## src/rtl/rot_seq_pkg.sv

```systemverilog
// Shared types and constants for the rotate sequencer.
package rot_seq_pkg;

  typedef enum logic [1:0] {
    IDLE = 2'd0,
    ROT  = 2'd1,
    HOLD = 2'd2
  } state_e;

  localparam int unsigned DATA_W = 8;
  localparam int unsigned AMT_W  = 3;

  localparam logic LR_RIGHT = 1'b0;
  localparam logic LR_LEFT  = 1'b1;

endpackage

```

## src/rtl/rot_seq.sv

```systemverilog
// Command front-end for an external 8-bit barrel rotator: seeds an operand, then
// emits one rotated byte per beat on a valid/ready port, feeding each result back.
module rot_seq
  import rot_seq_pkg::*;
#(
  parameter int unsigned CNT_W = 8
) (
  input  logic              clk,
  input  logic              rst_n,
  input  logic              in_valid,
  output logic              in_ready,
  input  logic [DATA_W-1:0] in_data,
  input  logic [AMT_W-1:0]  in_amt,
  input  logic              in_lr,
  input  logic [CNT_W-1:0]  in_count,
  input  logic              abort,
  output logic              out_valid,
  input  logic              out_ready,
  output logic [DATA_W-1:0] out_data,
  output logic [CNT_W-1:0]  remaining,
  output logic [DATA_W-1:0] sh_a,
  output logic [AMT_W-1:0]  sh_amt,
  output logic              sh_lr,
  input  logic [DATA_W-1:0] sh_y
);

  state_e            state;
  logic [DATA_W-1:0] cur;
  logic [AMT_W-1:0]  amt;
  logic              lr;

  assign in_ready = (state == IDLE);
  assign sh_a     = cur;
  assign sh_amt   = amt;
  assign sh_lr    = lr;

  always_ff @(posedge clk or negedge rst_n) begin
    if (!rst_n) begin
      state     <= IDLE;
      cur       <= '0;
      amt       <= '0;
      lr        <= 1'b0;
      out_data  <= '0;
      out_valid <= 1'b0;
      remaining <= '0;
    end else begin
      unique case (state)
        IDLE: begin
          // A zero-length command is consumed without producing beats.
          if (in_valid && in_count != '0) begin
            cur       <= in_data;
            amt       <= in_amt;
            lr        <= in_lr;
            remaining <= in_count;
            state     <= ROT;
          end
        end
        ROT: begin
          if (abort) begin
            out_valid <= 1'b0;
            remaining <= '0;
            state     <= IDLE;
          end else begin
            cur       <= sh_y;
            out_data  <= sh_y;
            out_valid <= 1'b1;
            state     <= HOLD;
          end
        end
        HOLD: begin
          // Abort wins over a same-cycle handshake; that beat is not delivered.
          if (abort) begin
            out_valid <= 1'b0;
            remaining <= '0;
            state     <= IDLE;
          end else if (out_ready) begin
            out_valid <= 1'b0;
            if (remaining <= CNT_W'(1)) begin
              remaining <= '0;
              state     <= IDLE;
            end else begin
              remaining <= remaining - CNT_W'(1);
              state     <= ROT;
            end
          end
        end
        default: begin
          out_valid <= 1'b0;
          remaining <= '0;
          state     <= IDLE;
        end
      endcase
    end
  end

endmodule

```

## config.mk

```make
export PLATFORM = sky130hd
export DESIGN_NAME = rot_seq
export DESIGN_NICKNAME = d
export VERILOG_FILES = /design/src/rtl/rot_seq_pkg.sv /design/src/rtl/rot_seq.sv
export SDC_FILE = /design/constraint.sdc
export NUM_CORES = 1
export LEC_CHECK = 0
export BUFFER_PORTS_ARGS = -buffer_cell sky130_fd_sc_hd__buf_2
export CORE_MARGIN = 1.5
export CORE_UTILIZATION = 40
export CTS_BUF_LIST = sky130_fd_sc_hd__clkbuf_8
export CTS_CLUSTER_DIAMETER = 30
export DETAILED_ROUTE_END_ITERATION = 8
export PLACE_DENSITY = 0.73
export SLEW_MARGIN = 15
export SYNTH_ARGS = -nofsm -noshare
export SYNTH_HDL_FRONTEND = slang
export SYNTH_SLANG_ARGS = --single-unit
```

## constraint.sdc

```tcl
create_clock -name clk -period 2.4 [get_ports clk]
set_input_delay 0.12 -clock clk [delete_from_list [all_inputs] [get_ports clk]]
set_output_delay 0.12 -clock clk [all_outputs]
set_load 0.1 [all_outputs]
```

# Word level (Yosys, flattened, before mapping)
# Cells that the tools add are included.
totals:
  reg_bits: 31
  input_bits: 33
  out_inout_bits: 30
  word_cells: 46
op_classes:
  add_sub_neg: 1
  magnitude_cmp: 1
  eq_ne: 6
  mux: 19
  bitwise: 2
  reduce_logical: 10
ops:
  columns: ["operator", "count"]
  rows:
  - ["two-way mux 8 bit", 7]
  - ["one-hot mux 8 bit (3 select lines)", 1]
  - ["one-hot mux 8 bit (2 select lines)", 1]
  - ["less-or-equal comparator 8 x 1 -> 1 bit (second input constant)", 1]
  - ["two-way mux 2 bit", 4]
  - ["AND reduction 2 bit", 4]
  - ["nonzero test 8 bit", 1]
  - ["subtractor 8 x 1 -> 8 bit (second input constant)", 1]
  - ["one-hot mux 2 bit (3 select lines)", 1]
  - ["AND reduction 3 bit", 2]
  - ["two-way mux 1 bit", 4]
  - ["!= test 2 bit (second input constant)", 2]
  - ["!= test 3 bit (second input constant)", 1]
  - ["one-hot mux 1 bit (3 select lines)", 1]
  - ["== test 2 x 1 -> 1 bit (second input constant)", 1]
  - ["== test 2 bit (second input constant)", 1]
  - ["zero test 2 bit", 1]
  - ["!= test 2 x 1 -> 1 bit (second input constant)", 1]
  - ["inverter 1 bit", 2]
  - ["nonzero test 2 bit", 1]
  - ["logical AND 1 bit", 1]

# Longest topological paths before layout
depth:
  ltp_word: 5
  mapped_depth: 7
  ltp_nobuf: 7

# Least setup slack after synthesis
# Ideal clock, no wire load.
synth_path:
  path_kind: "register -> register"
  from: "register state[1]"
  to: "register cur[1], in the netlist sh_a[1]"
  setup_ps: 78
  arrival_time_ps: 2936
  required_time_ps: 2322
  setup_slack_ps: -613
  path_stages_with_launch: 7
  n_path_buf: 1
  synth_period_minus_slack_ps: 3013
  cell_sequence: "dfrtp_1 > nor2_1 > o211ai_2 > nand2_2 > buf_2 > nor2_1 > a21oi_1"
synth_via:
  elab_chain_cells: 3
  elab_cells_between_ends: 7
  cone_classes: "eq/ne: 3; mux: 1; reduce/logical: 3"
synth_rtl:
  columns: ["item", "line", "source"]
  rows:
  - ["start: declaration", "rot_seq.sv:27", "state_e state;"]
  - ["start signal: assignment", "rot_seq.sv:39", "state <= IDLE;"]
  - ["start signal: assignment", "rot_seq.sv:55", "state <= ROT;"]
  - ["start signal: assignment", "rot_seq.sv:62", "state <= IDLE;"]
  - ["zero test 2 bit (*)", null, null]
  - ["named net in_ready", "rot_seq.sv:11", "output logic in_ready,"]
  - ["!= test 2 x 1 -> 1 bit (no line) / nonzero test 2 bit (equally long branches)", null, null]
  - ["AND reduction 3 bit (no line)", null, null]
  - ["end signal: assignment", "rot_seq.sv:51", "cur <= in_data;"]
  - ["end signal: assignment", "rot_seq.sv:64", "cur <= sh_y;"]
  - ["end: declaration", "rot_seq.sv:28", "logic [DATA_W-1:0] cur;"]
# Mark *: on every way through the listed nets, which the timed path passes. The rest lies on a longest branch.
# A chain may end at the register's enable or synchronous reset.

# Worst setup path in the final report
layout_path:
  from: "register remaining[3]"
  to: "register remaining[3]"
layout_via:
  elab_chain_cells: 5
  elab_cells_between_ends: 6
  cone_classes: "add/sub: 1; order compare: 1; mux: 4"
layout_rtl:
  columns: ["item", "line", "source"]
  rows:
  - ["start: declaration", "rot_seq.sv:20", "output logic [CNT_W-1:0] remaining,"]
  - ["start signal: assignment", "rot_seq.sv:54", "remaining <= in_count;"]
  - ["start signal: assignment", "rot_seq.sv:82", "remaining <= remaining - CNT_W'(1);"]
  - ["subtractor 8 x 1 -> 8 bit / less-or-equal comparator 8 x 1 -> 1 bit (equally long branches)", "rot_seq.sv:82, rot_seq.sv:78", null]
  - ["two-way mux 8 bit (*)", "rot_seq.sv:78", "if (remaining <= CNT_W'(1)) begin"]
  - ["two-way mux 8 bit (*)", "rot_seq.sv:76", "end else if (out_ready) begin"]
  - ["two-way mux 8 bit (*)", "rot_seq.sv:72", "if (abort) begin"]
  - ["one-hot mux 8 bit (3 select lines) (*)", "rot_seq.sv:47", "unique case (state)"]
# Every way passes the cells marked *; elsewhere a longest branch is shown, timed or not. The select of a mux whose other input is x is not followed.

==> impl_metrics.yaml <==
clocking:
  clock_path_buffers: 2
  root_buffer: "clkbuf_8"
  clock-sinks: 31
  cts_resized: 0
  cts_tree: "yes"
  cts_buffers: 5
  path_clk_slew_ns: 0.06
  clkLatencyLatePin_ns: 0.28
  h-tree-depth: 2
global_routing:
  grt_pass1_vias: 1324
  gr-total-overflow: 0
  antenna_found_initial: 0
  grt_max_degree: 32
  grt_first_pass_wirelength_mm: 5.88
  grtUsageTotal: 0.185
timing:
  rsz0062_at_grt: "false"
  setup_tns_ns: 0
  drv_slew: 0
  relSlewSlack: 0.526
  finalSetupViolCount: 0
  fmax_mhz: 484
  tightestPinTransition_ns: 0.711
  finalHoldViolations: 0
  skew_ns: 0.00299
  post-route-min-period_ns: 2.07
  layout_worst_path_cycle_share: 0.860
yosys:
  ys_ff_latch: 31
  ys_warn_count: 0
  synth_top_area_share: 0.504
  synth_area_per_cell_um2: 10.5
  synth_cell_types: 31
  synthMuxAreaShare: 0.140
  yosys.area_share.simple: 0.151
  synth_adder_area_share: 0.0162
  syn_area_um2: 1540
  yosysTopAreaCell: "dfrtp_1"
  synth_top_family_by_area: "compound AO/OA/AOI/OAI gates"
  ys_top_cells_by_area: "dfrtp_1 (50%), mux2_2 (8.8%), a21oi_1 (6.2%)"
  seq_area_frac_synth: 0.504
  synthXorXnorAreaFrac: 0
  synth_cells: 146
  synth-compound-area-share: 0.167
  syn_nets: 181
layout:
  fillers: 360
  area_growth_pct: 31.4
  final_common_cell: "buf_2"
  layout_common_cells: "buf_2 (62), dfrtp_1 (31), a21oi_1 (19)"
  final_nets: 250
  diodes: 0
  layout-drive-gt1-share: 0.426
worst_setup_path:
  cp_max_fo: 10
  cp.arrival_ns: 2.23
  worst_path_largest_cell_delay_ns: 0.57
  crit_family: "compound AO/OA/AOI/OAI gates"
  cp.buffers_inverters: 0
  path_cells: "or4_4 -> o41ai_4 -> nor3b_1 -> a21oi_1 -> o21ai_1"
  start_kind: "register"
  crit_required_ns: 2.56
  worstSetupEndpointType: "register"
  criticalPathCategory: "register to register"
  crit_path_top_delay_cell: "or4_4"
run_status:
  status: "finished, final reports clean"
die:
  row_count: 22
  io-pin-count: 63
  fp.dieW_um: 65.1
  core_area_um2: 3690
  dieHeight_um: 65.1
  start_util: 0.418
  die-area_um2: 4230
job:
  cap_violations: 0
routing:
  first_pass_iters: 4
  post_drt_wl_per_cell_um: 13.5
  initialDrtViolationCount: 68
  route.detailed.drc: 0
  detail-route-antenna-nets: 0
  routed_wl_mm: 3.56
  vias: 1372
  routed_via_density: 5.20
placed_design:
  port_buffers: 62
  dp_hpwl_mm: 2.67
  place.gp.congestion: 0.900
worst_hold_path:
  holdCritPathClass: "primary input to register"
[cell families after synthesis]
logic type                 after synthesis
muxes                                   20
AOI/OAI and AO/OA                       41
buffers and inverters                    8
and+or+nand+nor                         44
DFF                                     31
adders and majority gates                2
[state kept, by name (all words and copies together) (netlist names)]
name       flops
state          2
out_data       8
sh_lr          1
remaining      8
sh_amt         3
sh_a           8
out_valid      1
[metal layers]
layer	routed length, um	track usage
met2	1630	0.303
met5	0	0
met1	1620	0.228
met4	51	0.0677
met3	259	0.0625
[through the flow]
step | worst slack [ns] | utilization | hold WS [ns] | area [um2] | std cells
detailed placement | 0.364 | 0.519 | 0.218 | 1910 | 255
global route | 0.172 | 0.549 | 0.0515 | 2020 | 264
global placement | 0.447 | 0.519 | 0.216 | 1910 | 255
CTS | 0.354 | 0.549 | 0.0601 | 2020 | 264
finish | 0.335 | 0.549 | 0.0673 | 2020 | 264
floorplan | 0.0357 | - | -0.176 | 1540 | 146
[path summary, 6_finish.rpt]
check / from / end / slack (ns) / cells after the start
worst max-delay path: remaining[3] / remaining[3] / 0.33 / 5
worst min-delay path: in_amt[2] / sh_amt[2] / 0.07 / 2
worst max register to register: remaining[3] / remaining[3] / 0.33 / 5
worst min register to register: sh_amt[2] / sh_amt[2] / 0.50 / 1
max in group asynchronous: rst_n / sh_amt[2] / 1.51 / 2
min in group asynchronous: rst_n / remaining[0] / 0.43 / 2
[worst register-to-register path, cell delays in order, from the launching register on]
cell     delay [ns]
dfrtp_1        0.44
or4_4          0.57
o41ai_4        0.57
nor3b_1        0.12
a21oi_1        0.17
o21ai_1        0.07
[layout make-up]
cell class / instances / area (um2) / area share
Sequential cell: 31 / 776 / 0.383
Clock buffer: 7 / 96.3 / 0.0476
Multi-Input combinational cell: 107 / 733 / 0.362
Timing Repair Buffer: 65 / 335 / 0.166
Tap cell: 48 / 60.1 / 0.0297
Clock inverter: 1 / 3.75 / 0.00186
Inverter: 5 / 18.8 / 0.00928
[what timing repair did]
action | in CTS | in global routing
hold endpoints to repair | 31 | 0
hold buffers | 1 | 0
buffers inserted | 0 | 0
[cells in the mapped netlist]
library cell and number:
nor2b_1 3, a21o_2 1, a21oi_1 19, dfrtp_1 31
nor2_1 19, nor3b_1 2, and3b_1 1, nor3b_2 1
nand2_2 1, o211ai_2 1, buf_2 3, nor3_1 5
ha_1 2, nand2_1 4, mux2i_1 8, o21bai_2 1
or3b_2 1, o21ai_1 9, o41ai_4 1, or2_1 1
inv_1 5, a2bb2oi_1 1, mux2_2 12, o21ai_0 4
or4_4 1, o21bai_1 1, a32oi_1 1, o22ai_1 2
or4_1 2, nand2b_1 2, nor4_1 1
Power is left out: the tool's default activity adds up to more than one toggle a clock period on the data nets, which glitch-free logic cannot reach.
